<file path="src/rtl/garota_pkg.sv">
// Shared GAROTA definitions: FSM encoding, violation source indices, TCB window helper.
// Purely combinational content; no latency or backpressure applies.
package garota_pkg;

    localparam int GAROTA_NUM_SRC = 7;

    localparam int SRC_PMEM  = 0;
    localparam int SRC_UART  = 1;
    localparam int SRC_TIMER = 2;
    localparam int SRC_GPIO  = 3;
    localparam int SRC_ATOM  = 4;
    localparam int SRC_IRQ   = 5;
    localparam int SRC_GIE   = 6;

    typedef enum logic [1:0] {
        ST_IDLE = 2'd0,
        ST_HOLD = 2'd1,
        ST_WAIT = 2'd2
    } rst_state_t;

    // Inclusive window [base, base+size], evaluated in 17 bits so the end never wraps.
    function automatic logic in_window(input logic [15:0] pc,
                                       input logic [15:0] base,
                                       input logic [15:0] size);
        logic [16:0] hi;
        hi = {1'b0, base} + {1'b0, size};
        return (pc >= base) && ({1'b0, pc} <= hi);
    endfunction

endpackage

</file>
<file path="src/rtl/garota_sat_counter.sv">
// Saturating up/down counter with synchronous load; load wins over inc/dec.
// Latency: one clock from control to count; no backpressure, sticks at 0 or all-ones.
module garota_sat_counter #(
    parameter int W = 8
) (
    input  logic         clk,
    input  logic         rst,
    input  logic         load,
    input  logic [W-1:0] load_val,
    input  logic         inc,
    input  logic         dec,
    output logic [W-1:0] cnt
);

    always_ff @(posedge clk or posedge rst) begin
        if (rst) begin
            cnt <= '0;
        end else if (load) begin
            cnt <= load_val;
        end else if (inc && !dec && (cnt != '1)) begin
            cnt <= cnt + W'(1);
        end else if (dec && !inc && (cnt != '0)) begin
            cnt <= cnt - W'(1);
        end
    end

endmodule

</file>
<file path="src/rtl/garota_reset_ctrl.sv">
// Violation-reset consumer: holds the core in reset, records sticky cause, counts episodes.
// Latency: core_rst rises one edge after a violation; no backpressure, viol is sampled every cycle.
module garota_reset_ctrl
    import garota_pkg::*;
#(
    parameter logic [15:0] RESET_HANDLER = 16'h0000,
    parameter logic [15:0] TCB_BASE      = 16'hFAE0,
    parameter logic [15:0] TCB_SIZE      = 16'h03FC,
    parameter int          HOLD_CYCLES   = 8,
    parameter int          WAIT_TIMEOUT  = 16,
    parameter int          NUM_SRC       = GAROTA_NUM_SRC
) (
    input  logic               clk,
    input  logic               rst,
    input  logic [NUM_SRC-1:0] viol,
    input  logic [15:0]        pc,
    input  logic               cause_clr,
    output logic               core_rst,
    output logic [NUM_SRC-1:0] cause,
    output logic [7:0]         viol_cnt,
    output logic               busy
);

    localparam int              CNT_W     = 16;
    localparam logic [CNT_W-1:0] HOLD_LOAD = CNT_W'(HOLD_CYCLES - 1);
    localparam logic [CNT_W-1:0] WAIT_LOAD = CNT_W'(WAIT_TIMEOUT - 1);

    rst_state_t         state_q, state_nxt;
    logic [CNT_W-1:0]   hold_cnt, wait_cnt;
    logic               hold_load, hold_dec;
    logic               wait_load, wait_dec;
    logic               episode;
    logic               any_viol;
    logic               clr_ok;
    logic [NUM_SRC-1:0] cause_q, cause_nxt;
    logic               core_rst_q, busy_q;

    assign any_viol = |viol;

    always_ff @(posedge clk or posedge rst) begin
        if (rst) begin
            state_q <= ST_IDLE;
        end else begin
            state_q <= state_nxt;
        end
    end

    always_comb begin
        state_nxt = state_q;
        hold_load = 1'b0;
        hold_dec  = 1'b0;
        wait_load = 1'b0;
        wait_dec  = 1'b0;
        episode   = 1'b0;
        case (state_q)
            ST_IDLE: begin
                if (any_viol) begin
                    state_nxt = ST_HOLD;
                    hold_load = 1'b1;
                    episode   = 1'b1;
                end
            end
            ST_HOLD: begin
                if (hold_cnt == '0) begin
                    state_nxt = ST_WAIT;
                    wait_load = 1'b1;
                end else begin
                    hold_dec = 1'b1;
                end
            end
            ST_WAIT: begin
                // A fresh violation outranks a handler fetch in the same cycle.
                if (any_viol) begin
                    state_nxt = ST_HOLD;
                    hold_load = 1'b1;
                    episode   = 1'b1;
                end else if (pc == RESET_HANDLER) begin
                    state_nxt = ST_IDLE;
                end else if (wait_cnt == '0) begin
                    state_nxt = ST_HOLD;
                    hold_load = 1'b1;
                    episode   = 1'b1;
                end else begin
                    wait_dec = 1'b1;
                end
            end
            default: begin
                state_nxt = ST_IDLE;
            end
        endcase
    end

    // Only TCB code running while idle may wipe the cause; bits arriving in that cycle survive.
    assign clr_ok    = cause_clr && (state_q == ST_IDLE) && in_window(pc, TCB_BASE, TCB_SIZE);
    assign cause_nxt = (clr_ok ? '0 : cause_q) | viol;

    always_ff @(posedge clk or posedge rst) begin
        if (rst) begin
            cause_q    <= '0;
            core_rst_q <= 1'b0;
            busy_q     <= 1'b0;
        end else begin
            cause_q    <= cause_nxt;
            core_rst_q <= (state_nxt == ST_HOLD);
            busy_q     <= (state_nxt != ST_IDLE);
        end
    end

    garota_sat_counter #(.W(CNT_W)) u_hold_cnt (
        .clk      (clk),
        .rst      (rst),
        .load     (hold_load),
        .load_val (HOLD_LOAD),
        .inc      (1'b0),
        .dec      (hold_dec),
        .cnt      (hold_cnt)
    );

    garota_sat_counter #(.W(CNT_W)) u_wait_cnt (
        .clk      (clk),
        .rst      (rst),
        .load     (wait_load),
        .load_val (WAIT_LOAD),
        .inc      (1'b0),
        .dec      (wait_dec),
        .cnt      (wait_cnt)
    );

    garota_sat_counter #(.W(8)) u_viol_cnt (
        .clk      (clk),
        .rst      (rst),
        .load     (1'b0),
        .load_val (8'h00),
        .inc      (episode),
        .dec      (1'b0),
        .cnt      (viol_cnt)
    );

    assign core_rst = core_rst_q;
    assign cause    = cause_q;
    assign busy     = busy_q;

endmodule
</file>
<file path="config.mk">
export PLATFORM = sky130hd
export DESIGN_NAME = garota_reset_ctrl
export DESIGN_NICKNAME = d
export VERILOG_FILES = /design/src/rtl/garota_pkg.sv /design/src/rtl/garota_sat_counter.sv /design/src/rtl/garota_reset_ctrl.sv
export SDC_FILE = /design/constraint.sdc
export NUM_CORES = 1
export LEC_CHECK = 0
export ABC_AREA = 0
export CAP_MARGIN = 20
export CORE_AREA = 5 5 76 78
export DETAILED_ROUTE_END_ITERATION = 6
export DIE_AREA = 0 0 81 83
export GPL_TIMING_DRIVEN = 0
export PLACE_DENSITY_LB_ADDON = 0.12
export SYNTH_ARGS = -nofsm -noshare
export SYNTH_HDL_FRONTEND = slang
export SYNTH_SLANG_ARGS = --single-unit
export TNS_END_PERCENT = 30
</file>
<file path="constraint.sdc">
create_clock -name clk -period 3.05 [get_ports clk]
set_clock_uncertainty 0.15 [all_clocks]
set_input_delay 0.915 -clock clk [delete_from_list [all_inputs] [get_ports clk]]
set_output_delay 0.915 -clock clk [all_outputs]
set_load 0.01 [all_outputs]
</file>
After elaboration in Yosys (flattened, before gate mapping)

Cells that the tools add are included.
W data, S select, Z words.

Input port bits: 26
Register bits: 51
Output and inout port bits: 17
Logic and storage cells: 57

Muxes and demuxes: 24
Bitwise logic cells: 1
Order comparisons: 2
Equality and inequality tests: 4
Reductions and logical operators: 16
Add/subtract/negate cells: 3

Operators by type and width:

| kind                    | number |
|---|---|
| $mux W16                | 4 |
| $logic_not A16 Y1       | 3 |
| $reduce_bool A16 Y1     | 2 |
| $sub A16 B1 Y16 const B | 2 |
| $ge A16 B16 Y1 const B  | 1 |
| $le A16 B16 Y1 const B  | 1 |
| $mux W1                 | 12 |
| $mux W2                 | 5 |
| $add A8 B1 Y8 const B   | 1 |
| $ne A8 B8 Y1 const B    | 1 |
| $mux W7                 | 1 |
| $or A7 B7 Y7            | 1 |
| $reduce_or A7 Y1        | 1 |
| $logic_and A1 B1 Y1     | 6 |
| $pmux W2 S3             | 1 |
| $reduce_bool A2 Y1      | 3 |
| $eq A2 B1 Y1 const B    | 2 |
| $eq A2 B2 Y1 const B    | 1 |
| $logic_not A2 Y1        | 1 |
| $pmux W1 S2             | 1 |

Logic depth before layout (Yosys ltp)

Gate-level depths: netlist of the first run.

Word-level depth: 8
Depth in mapped cells: 8
Depth with buffers taken out: 7

Hierarchy

A second synthesis of the first run with hierarchy kept.

Cell total of the unflattened synthesis: 527
Area total of the unflattened synthesis: 4667.0 um2

Modules (own cells, without submodules):

| module                               | times used | cells each | sequential area each (um2) | area an instance (um2) |
|---|---|---|---|---|
| garota_sat_counter at u_hold_cnt ... | 2          | 189        | 400.4                      | 1652.8 |
| garota_sat_counter at u_viol_cnt     | 1          | 86         | 200.2                      | 734.5 |
| garota_reset_ctrl                    | 1          | 63         | 275.3                      | 626.9 |

Worst setup path before layout of the first run

Ideal clock, no wire load.

Path kind: input-to-reg
Start point: input port viol[3]
End point: register u_viol_cnt.cnt[1]
Stages on the path: 5
Buffers on the path: 0
Path slack: 273 ps
Setup time: 128 ps
Data required time: 2772 ps
Arrival: 2500 ps
Path through: or4_4 -> nor4_4 -> a2bb2oi_2 -> nor2_1 -> mux2_1

Longest elaborated chain between the ends: 4
Elaborated cells on any way between the ends: 5
Those cells by class: mux: 3; reduce/logical: 2

Ends and longest elaborated chain:

| item                              | line                                             | RTL |
|---|---|---|
| start: declaration                | garota_reset_ctrl.sv:15                          | `input logic [NUM_SRC-1:0] viol,` |
| $reduce_or A7 Y1 *                | garota_reset_ctrl.sv:38                          | `assign any_viol = \|viol;` |
| $mux W1, on equally long branches | garota_reset_ctrl.sv:73, garota_reset_ctrl.sv:57 |  |
| $pmux W1 S2 *                     | garota_reset_ctrl.sv:55                          | `case (state_q)` |
| $logic_and A1 B1 Y1 *             | garota_sat_counter.sv:20                         | `end else if (inc && !dec && (cnt != '1)) begin` |
| end signal: assignment            | garota_sat_counter.sv:19                         | `cnt <= load_val;` |
| end signal: assignment            | garota_sat_counter.sv:21                         | `cnt <= cnt + W'(1);` |
| end signal: assignment            | garota_sat_counter.sv:23                         | `cnt <= cnt - W'(1);` |
| end: declaration                  | garota_sat_counter.sv:12                         | `output logic [W-1:0] cnt` |

Mark *: on every way between the ends. The rest lies on a longest branch, timed or not.
A chain may end at the register's enable or synchronous reset.

Final worst setup path of the first run

Start point: input port viol[3]
End point: register u_wait_cnt.cnt[13]

Longest elaborated chain between the ends: 5

Ends and longest elaborated chain:

| item                         | line                     | RTL |
|---|---|---|
| $reduce_or A7 Y1             | garota_reset_ctrl.sv:38  |  |
| $mux W1                      | garota_reset_ctrl.sv:73  | `if (any_viol) begin` |
| $mux W1                      | garota_reset_ctrl.sv:55  |  |
| $logic_and A1 B1 Y1          | garota_sat_counter.sv:22 | `end else if (dec && !inc && (cnt != '0)) begin` |
| $reduce_bool A2 Y1 (no line) | --                       |  |
| end signal: assignment       | garota_sat_counter.sv:19 |  |
| end signal: assignment       | garota_sat_counter.sv:21 |  |
| end signal: assignment       | garota_sat_counter.sv:23 |  |
| end: declaration             | garota_sat_counter.sv:12 |  |

Every way passes these cells.

==> impl_metrics.ini, run 1 <==
[run_status]
status = complete, no violations

[sta]
layout_min_cycle_time_ps = 2959
timing.final.crit_share_pct = 97.00
finalHoldViolCount = 0
rsz0062_at_grt = false
tightest_slew_ps = 672.9
slew_headroom_pct = 54.73
setup_violations = 0
fmax_mhz = 338.0
slew_viol_final = 0

[route]
detail-route-antenna-nets = 0
wl_per_cell_um = 14.58
first_iter_violations = 122
drtPass1Iterations = 4
finalWirelength_mm = 5.673
route.detailed.drc = 0
post_drt_via_cell_ratio = 5.632
via_count = 2191

[synthesis]
synthAdderAreaFrac_pct = 1.931
yosysSeqAreaShare_pct = 49.25
synth_common_cells = dfrtp_1 (51), nor2_1 (28), nand2_1 (21)
synth_edf_count = 0
synth_compound_area_share_pct = 12.70
ys_ff_latch = 51
synthFlopType = dfrtp_1
avgSynthCellArea_sq_um = 9.778
synth_top_area_share_pct = 49.25
synth_cell_type_count = 45
yosys-top-cells-area = dfrtp_1 (49%), xor2_1 (5.4%), nor2_1 (4.1%), or3_1 (3.1%), nand2_1 (3.0%)
yosys.area_share.simple_pct = 26.80
synthesis.nets = 295
yosysMostFrequentCell = dfrtp_1
synthCells = 265
yosysTopAreaCell = dfrtp_1
synthArstFlopShare_pct = 100.0
synth_mux_area_share_pct = 1.207
synth_top_family_by_area = simple AND/OR/NAND/NOR gates
netlist_area_sq_um = 2591
synth_xor_area_share_pct = 6.422
ys_warn_count = 0

[floorplan]
coreArea_sq_um = 5010
dieArea_sq_um = 6723
initial_core_util_pct = 51.72
die_height_um = 83
die_width_um = 81
rows = 26
io_pins = 43

[global_routing]
grt_max_degree = 35
grt_usage_pct = 18.30
grt_pass1_vias = 2152
grt_pass1_wl_mm = 9.949
grt-ovfl-total = 0
antenna_found_initial = 0

[cts]
cts_tree = done
cts_made_buffers = 5
cts_buffer_depth = 2
clockRootBuffer = clkbuf_8
hold_buffers = 0
clock_latency_ps = 300
htree_levels = 2
path_clk_slew_ps = 90
cts_sinks = 51

[power]
vdd_drop_max_mv = 0.4794
p_per_area_nw_per_um2 = 688.0
power_leakage_uw = 0.001356

[layout]
layout.nets = 348
syn_to_final_growth_pct = 27.33
antenna_cells = 0
drive_gt1_share_pct = 8.150
design_area_sq_um = 3299
final_util_pct = 65.86

[flow_run]
drv_cap = 0

[setup_path]
crit_fanout = 7
path_class = primary input to flop
arrival_ps = 3040
end_kind = flop
cp.required_ps = 3130
start_kind = primary input

[place]
place.gp.congestion = 0.8498
place_area_sq_um = 3119
dpl.hpwl_mm = 4.139
numPortBuffers = 42

[hold_path]
hold_path.class = flop to flop
## final cells by class
cell class	count	area, sq um
Clock inverter	2	35.03
Timing Repair Buffer	46	466.7
Inverter	7	26.28
Buffer	4	18.77
Fill cell	432	1710
Clock buffer	6	82.58
Tap cell	70	87.58
Sequential cell	51	1276
Multi-Input combinational cell	203	1306
## cells in the final DEF (no fill, tap or decap), types with 3 or more instances in the layout
cell | synthesis | routed
a21o_1 | 7 | 7
a21oi_1 | 14 | 13
a31oi_1 | 5 | 5
clkbuf_8 | 0 | 6
clkdlybuf4s50_1 | 0 | 42
dfrtp_1 | 51 | 51
ha_1 | 4 | 4
inv_1 | 7 | 6
nand2_1 | 21 | 21
nand3_1 | 14 | 14
nand4_1 | 6 | 6
nand4b_1 | 3 | 3
nor2_1 | 28 | 27
nor3_1 | 7 | 7
nor4_1 | 11 | 11
nor4b_1 | 3 | 3
o211ai_1 | 3 | 3
o21ai_0 | 10 | 10
or3_1 | 13 | 12
xnor2_1 | 3 | 3
xor2_1 | 16 | 16
## registers in the layout, indices dropped and copies added, names as in the netlist
signal / count
busy: 1
cause: 7
core_rst: 1
state_q: 2
u_hold_cnt.cnt: 16
u_viol_cnt.cnt: 8
u_wait_cnt.cnt: 16
## layer usage
layer / routed length [um] / track usage, % / part of all wire (%) / up-vias
met5: 0 / 0 / 0 / -
met3: 320 / 3.571 / 5.6 / 6
met2: 2676 / 29.80 / 47 / 55
met1: 2621 / 24.72 / 46 / 1050
met4: 54 / 4.762 / 0.95 / 0
li1: - / - / - / 1080
## power by group
group / internal (uW) / leakage (uW) / switching, uW / total [uW]
combinational: 366 / 0.000678 / 441 / 806
sequential: 822 / 0.000617 / 159 / 980
clock: 266 / 0.0000612 / 218 / 483
total: 1450 / 0.00136 / 817 / 2270
## repair_timing
item	in CTS	in global routing
gates resized for setup	4	4
buffers inserted	2	1
setup endpoints to repair	6	11
pin swaps	1	2
## cell families after synthesis
| logic type | Yosys count |
|---|---|
| AND/OR/NAND/NOR | 126 |
| AO/OA/AOI/OAI | 51 |
| flip-flops | 51 |
| XOR/XNOR | 19 |
| buffers and inverters | 11 |
| adder cells (fa/ha/maj) | 4 |
| multiplexers | 3 |
## through the flow
step / power, uW / cells / hold WS, ps / setup TNS [ps] / setup WS [ps]
3_5_place_dp: 1784 / 378 / 314.1 / -8883 / -474.4
6_report: 2270 / 389 / 330.7 / 0 / 91.47
2_1_floorplan: 1508 / 265 / 330.6 / 0 / 272.7
4_1_cts: 2287 / 388 / 335.5 / 0 / 5.735
3_3_place_gp: 1758 / 377 / 308.3 / -20660 / -480.7
5_1_grt: 2448 / 389 / 344.2 / 0 / 24.12
## worst max-delay path, stage by stage
cell and delay, ps:
clkdlybuf4s50_1 420, or4_4 550, nor4_4 170, buf_6 170, nand4_1 220, or3_1 450
a21oi_2 130
## path summary, 6_finish.rpt
path                                               startpoint                             end  slack (ps)  cells past startpoint
worst max-delay path                                  viol[3]  u_wait_cnt.cnt[13]$_DFFE_PP0P_          90                      7
worst max register to register  u_wait_cnt.cnt[0]$_DFFE_PP0P_  u_wait_cnt.cnt[13]$_DFFE_PP0P_         560                      7
min in group asynchronous                                 rst              cause[3]$_DFF_PP0_         770                      2
worst min register to register             cause[3]$_DFF_PP0_              cause[3]$_DFF_PP0_         330                      1
worst min-delay path                       cause[3]$_DFF_PP0_              cause[3]$_DFF_PP0_         330                      1
max in group asynchronous                                 rst  u_wait_cnt.cnt[15]$_DFFE_PP0P_        1470                      3
No activity file was read; power rests on OpenSTA's default activity.
==> run 2, diff against run 1 <==
- CORE_AREA: 5 5 76 78 -> 2 2 73 75
- DIE_AREA: 0 0 81 83 -> 0 0 75 77
==> run 2 against run 1 <==
  * Largest power group unchanged
  * Sequential power hardly changed
  * Count of clock-buffer cells in the layout stayed put
  * Global-route usage is 2.6 points higher
  * Via count is 2.0% higher
  * Sequential share of layout area is 0.45 points lower
  * Combinational power is 2.6% higher
  * Register-to-register slack better by 20 ps
  * Non-clock buffer count is 3 higher
  * Die area is 14% lower
  * Utilization is 1.2 points higher
  * Largest cell class unchanged
  * Worst setup slack better by 6.7 ps
  * Wire length is 0.14% higher
==> impl_metrics.ini, run 2 (same netlist as run 1, synthesis figures left out) <==
[run_status]
status = complete, no violations

[setup_path]
r2r_end = u_viol_cnt.cnt[1]$_DFFE_PP0P_
critPathLaunch = pc[13]
crit_fanout = 9
r2r_cells = 7
path_class = primary input to flop
cp.required_ps = 3090
end_kind = flop
r2r_slack_ps = 580
r2r_start = u_wait_cnt.cnt[0]$_DFFE_PP0P_
arrival_ps = 2990
start_kind = primary input

[route]
finalWirelength_mm = 5.681
drtPass1Iterations = 4
first_iter_violations = 142
route.detailed.drc = 0
post_drt_via_cell_ratio = 5.716
wl_per_cell_um = 14.53
via_count = 2235
detail-route-antenna-nets = 0

[layout]
layout.nets = 351
top_regs = u_hold_cnt.cnt: 16 flops, u_wait_cnt.cnt: 16 flops, u_viol_cnt.cnt: 8 flops
final_cell_mix = dfrtp_1 (51), clkdlybuf4s50_1 (42), nor2_1 (25)
layout_commonest_cell = dfrtp_1
drive_gt1_share_pct = 9.346
final_util_pct = 67.07
n_fill_cell = 408
antenna_cells = 0
syn_to_final_growth_pct = 28.83

[sta]
slew_viol_final = 0
tightest_slew_ps = 630.3
setup_violations = 0
slew_headroom_pct = 57.59
finalHoldViolCount = 0
fin_tns_setup_ps = 0
fmax_mhz = 338.8
layout_min_cycle_time_ps = 2952
timing.final.crit_share_pct = 96.78

[place]
place.gp.congestion = 0.7995
dpl.hpwl_mm = 3.986
numPortBuffers = 42

[cts]
cts_buffer_depth = 2
cts_tree = done
path_clk_slew_ps = 90
clockRootBuffer = clkbuf_8
cts_made_buffers = 5
hold_buffers = 0
htree_levels = 2
cts_sinks = 51
clock_latency_ps = 300

[global_routing]
antenna_found_initial = 0
grt-ovfl-total = 0
grt_pass1_wl_mm = 9.494
grt_pass1_vias = 2096
grt_max_degree = 38
grt_usage_pct = 20.95

[floorplan]
dieArea_sq_um = 5775
die_height_um = 77
initial_core_util_pct = 52.06
die_width_um = 75
rows = 26
coreArea_sq_um = 4977
io_pins = 43

[hold_path]
hold_path.class = flop to flop
holdPathEnd = cause[0]$_DFF_PP0_
holdCritStartpoint = cause[0]$_DFF_PP0_
hold_depth = 1

[power]
vdd_drop_max_mv = 0.4058
totalPowerFinal_uw = 2265
p_per_area_nw_per_um2 = 678.6
power_leakage_uw = 0.001360

[flow_run]
drv_cap = 0
-- run 2: cell types whose count changed in the layout (fill, tap and decap cells not counted), sizes merged --
cell	change
clkdlybuf4s15	+1
clkinv	-1
buf	+2
-- run 2: worst max path at each step --
stage	cells after the start	endpoint	slack, ps
floorplan	5	u_viol_cnt.cnt[1]$_DFFE_PP0P_	270
global placement	6	u_viol_cnt.cnt[1]$_DFFE_PP0P_	-470
detailed placement	6	u_viol_cnt.cnt[1]$_DFFE_PP0P_	-490
CTS	8	u_wait_cnt.cnt[8]$_DFFE_PP0P_	-30
global route	6	u_viol_cnt.cnt[1]$_DFFE_PP0P_	-7
finish	6	u_viol_cnt.cnt[1]$_DFFE_PP0P_	100
-- run 2: cell type report --
type / count / area [sq um] / area share [%]
Clock buffer: 6 / 72.57 / 2.174
Sequential cell: 51 / 1276 / 38.23
Clock inverter: 1 / 30.03 / 0.8996
Inverter: 7 / 26.28 / 0.7871
Timing Repair Buffer: 49 / 493.0 / 14.77
Multi-Input combinational cell: 203 / 1329 / 39.80
Buffer: 4 / 23.77 / 0.7121
Tap cell: 70 / 87.58 / 2.624
-- run 2: report_power, final --
part | internal, uW | switching [uW] | total (uW)
clock network | 241 | 214 | 455
logic | 375 | 451 | 827
registers | 821 | 162 | 983
-- run 2: stage by stage --
step	hold WS, ps	area (sq um)	instances	worst slack [ps]
floorplan	330.6	2591	265	272.7
global placement	309.1	3099	377	-467.0
detailed placement	316.6	3119	378	-494.3
CTS	337.9	3277	388	-26.57
global route	351.8	3338	391	-6.699
finish	331.7	3338	391	98.22
-- run 2: worst max-delay path, cell delays in order --
cell and delay (ps):
clkdlybuf4s50_1 430, nor4_1 380, a41oi_2 410, a2bb2oi_4 400, nor2_2 120, mux2_1 320
-- run 2: layer usage --
layer | vias up | GRT usage [%] | routed length (um)
li1 | 1090 | - | -
met1 | 1086 | 29.55 | 2648
met2 | 55 | 32.11 | 2645
met3 | 4 | 4.731 | 341
met4 | 0 | 6.071 | 46
met5 | - | 0 | 0
-- run 2: repair_timing --
action                     in CTS  in global routing
setup endpoints to repair       7                 30
buffers inserted                3                  2
pin swaps                       3                  1
cloned                          0                  1
resized for setup               7                  7
==> run 3, diff against run 2 <==
- CORE_AREA: 2 2 73 75 -> 2 2 95 97
- DIE_AREA: 0 0 75 77 -> 0 0 97 99
- MAX_ROUTING_LAYER: default -> met4
- SYNTH_HIERARCHICAL: default -> 1
==> run 3 against run 2 <==
  * The flow now finishes with violations (setup timing)
  * Die area rose by 66%
  * Sequential power rose by 37%
  * Flip-flop and latch count did not move
  * Worst setup slack got worse by 230 ps
  * Critical path depth rose by 7
  * Wire length rose by 120%
  * Design area rose by 76%
  * Total power rose by 92%
  * Global-route usage rose by 6.4 points
  * Fmax fell by 7.3%
  * Critical endpoint is now u_viol_cnt/cnt[7]$_DFFE_PP0P_
  * Highest routed layer unchanged
==> impl_metrics.ini, run 3 <==
[setup_path]
arrival_ps = 3230
cp.required_ps = 3090
crit_fanout = 5
end_kind = flop
path_class = primary input to flop
start_kind = primary input

[global_routing]
grt_pass1_wl_mm = 21.31
grt_pass1_vias = 4479
antenna_found_initial = 0
grt_max_degree = 19
grt-ovfl-total = 0
grt_usage_pct = 27.34

[floorplan]
io_pins = 43
rows = 34
die_height_um = 99
dieArea_sq_um = 9603
initial_core_util_pct = 54.58
die_width_um = 97
coreArea_sq_um = 8551

[synthesis]
yosys.area_share.simple_pct = 23.62
yosys-top-cells-area = dfrtp_1 (27%), ha_1 (10%), a21oi_1 (4.9%), a21o_1 (3.2%), nand4_1 (3.2%)
synth_mux_area_share_pct = 5.282
netlist_area_sq_um = 4667
synthFlopType = dfrtp_1
synth_xor_area_share_pct = 3.003
ys_ff_latch = 51
synthAdderAreaFrac_pct = 11.74
synth_top_family_by_area = simple AND/OR/NAND/NOR gates
yosysSeqAreaShare_pct = 27.35
synth_edf_count = 0
yosysMostFrequentCell = dfrtp_1
synth_top_area_share_pct = 27.35
ys_warn_count = 6
synth_common_cells = dfrtp_1 (51), a21oi_1 (46), ha_1 (39)
synthArstFlopShare_pct = 100.0
synth_cell_type_count = 63
synth_compound_area_share_pct = 23.11
avgSynthCellArea_sq_um = 8.856
yosysTopAreaCell = dfrtp_1
synthCells = 527

[flow_run]
drv_cap = 0

[sta]
rsz0062_at_grt = true
tightest_slew_ps = 738.8
hold_slack_ps = 341.8
fmax_mhz = 314.1
layout_min_cycle_time_ps = 3184
setup_violations = 4
finalHoldViolCount = 0
slew_viol_final = 0
setup_ws_ps = -133.5
timing.final.crit_share_pct = 104.4
slew_headroom_pct = 50.70

[place]
place_area_sq_um = 5522
numPortBuffers = 42
dpl.hpwl_mm = 8.910
place.gp.congestion = 0.9375
dp.cells = 724

[cts]
cts_sinks = 51
cts_buffer_depth = 2
cts_tree = done
htree_levels = 2
path_clk_slew_ps = 100
hold_buffers = 0
clock_latency_ps = 320
cts_made_buffers = 5
clockRootBuffer = clkbuf_8

[route]
first_iter_violations = 259
detail-route-antenna-nets = 0
finalWirelength_mm = 12.53
drtPass1Iterations = 5
route.detailed.drc = 0
via_count = 4535
post_drt_via_cell_ratio = 6.079
wl_per_cell_um = 16.79

[hold_path]
hold_path.class = flop to flop

[layout]
antenna_cells = 0
syn_to_final_growth_pct = 26.11
design_area_sq_um = 5886
drive_gt1_share_pct = 21.16
final_cell_mix = dfrtp_1 (49), conb_1 (49), a21oi_1 (42)
fin_cells = 746
layout.nets = 705
top_regs = u_hold_cnt/cnt: 16 flops, u_wait_cnt/cnt: 16 flops, u_viol_cnt/cnt: 8 flops
final_util_pct = 68.83
n_fill_cell = 671

[run_status]
failed_checks = setup timing
status = finished with violations

[power]
vdd_drop_max_mv = 0.3290
p_per_area_nw_per_um2 = 738.2
power_leakage_uw = 0.002346
[run 3: cell types whose count changed in the layout (fill, tap and decap cells not counted), sizes merged, moves of 13 or more]
cell / change
a21o: +13
conb: +49
buf: +33
a21oi: +33
ha: +35
clkdlybuf4s50: -23
inv: +16
nand4: +18
[run 3: cell type report]
class	count	area, sq um	area share [%]
clock buffers	6	82.58	1.403
repair buffers	56	478.0	8.121
well taps	108	135.1	2.296
multi-input cells	479	3635	61.76
flip-flops and latches	51	1279	21.73
inverters	24	90.09	1.531
clock inverters	2	16.27	0.2764
plain buffers	20	170.2	2.891
[run 3: stage by stage]
| stage | TNS [ps] | total power (uW) | setup slack (ps) |
|---|---|---|---|
| floorplan | -737.5 | 3078 | -282.1 |
| global placement | -14900 | 3561 | -1036 |
| detailed placement | -18240 | 3665 | -1148 |
| CTS | -268.2 | 4230 | -152.9 |
| global route | -1643 | 4704 | -252.4 |
| finish | -239.7 | 4345 | -133.5 |
[run 3: worst paths after layout]
kind | slack (ps) | cells after the start | from | endpoint
hold reg to reg | 340 | 1 | cause[5]$_DFF_PP0_ | cause[5]$_DFF_PP0_
setup / recovery | -130 | 13 | pc[14] | u_viol_cnt/cnt[7]$_DFFE_PP0P_
hold / removal | 340 | 1 | cause[5]$_DFF_PP0_ | cause[5]$_DFF_PP0_
max in group asynchronous | 1300 | 2 | rst | u_hold_cnt/cnt[12]$_DFFE_PP0P_
min in group asynchronous | 810 | 2 | rst | u_viol_cnt/cnt[0]$_DFFE_PP0P_
setup reg to reg | -110 | 13 | u_wait_cnt/cnt[2]$_DFFE_PP0P_ | u_viol_cnt/cnt[7]$_DFFE_PP0P_
[run 3: power by group]
group          internal (uW)  switching, uW  leakage [uW]  total [uW]
registers                913            435      0.000562        1350
clock network            186            253     0.0000474         439
logic                   1230           1330       0.00174        2560
[run 3: timing repair]
item                                    4_1_cts  5_1_grt
endpoints found under the setup margin       24       21
hold endpoints to repair                      0        0
cloned                                        1        0
resized for setup                           104       16
pin swaps                                    35       15
buffers inserted                             10        4
[run 3: kinds of logic after synthesis]
group                      after synthesis
other                                    2
xor gates and xnor gates                16
DFF                                     51
and+or+nand+nor                        192
buffers and inverters                   45
adders and majority gates               42
muxes                                   23
AOI/OAI and AO/OA                      156
[run 3: worst max-delay path, stage by stage]
cell	delay [ps]
buf_2	120
nor4_4	280
a41oi_2	190
a21oi_2	220
nor2_2	60
nor2b_4	140
o21ai_4	150
ha_4	270
a21o_1	220
a31oi_4	210
a21oi_2	100
o41ai_2	270
a31oi_1	70
[run 3: per-layer routing]
layer / GRT usage [%] / vias up / wire, um
met5: - / - / 0
met4: 6.609 / 0 / 148
met3: 2.837 / 11 / 601
met2: 43.70 / 131 / 5907
met1: 37.66 / 2204 / 5868
li1: - / 2189 / -
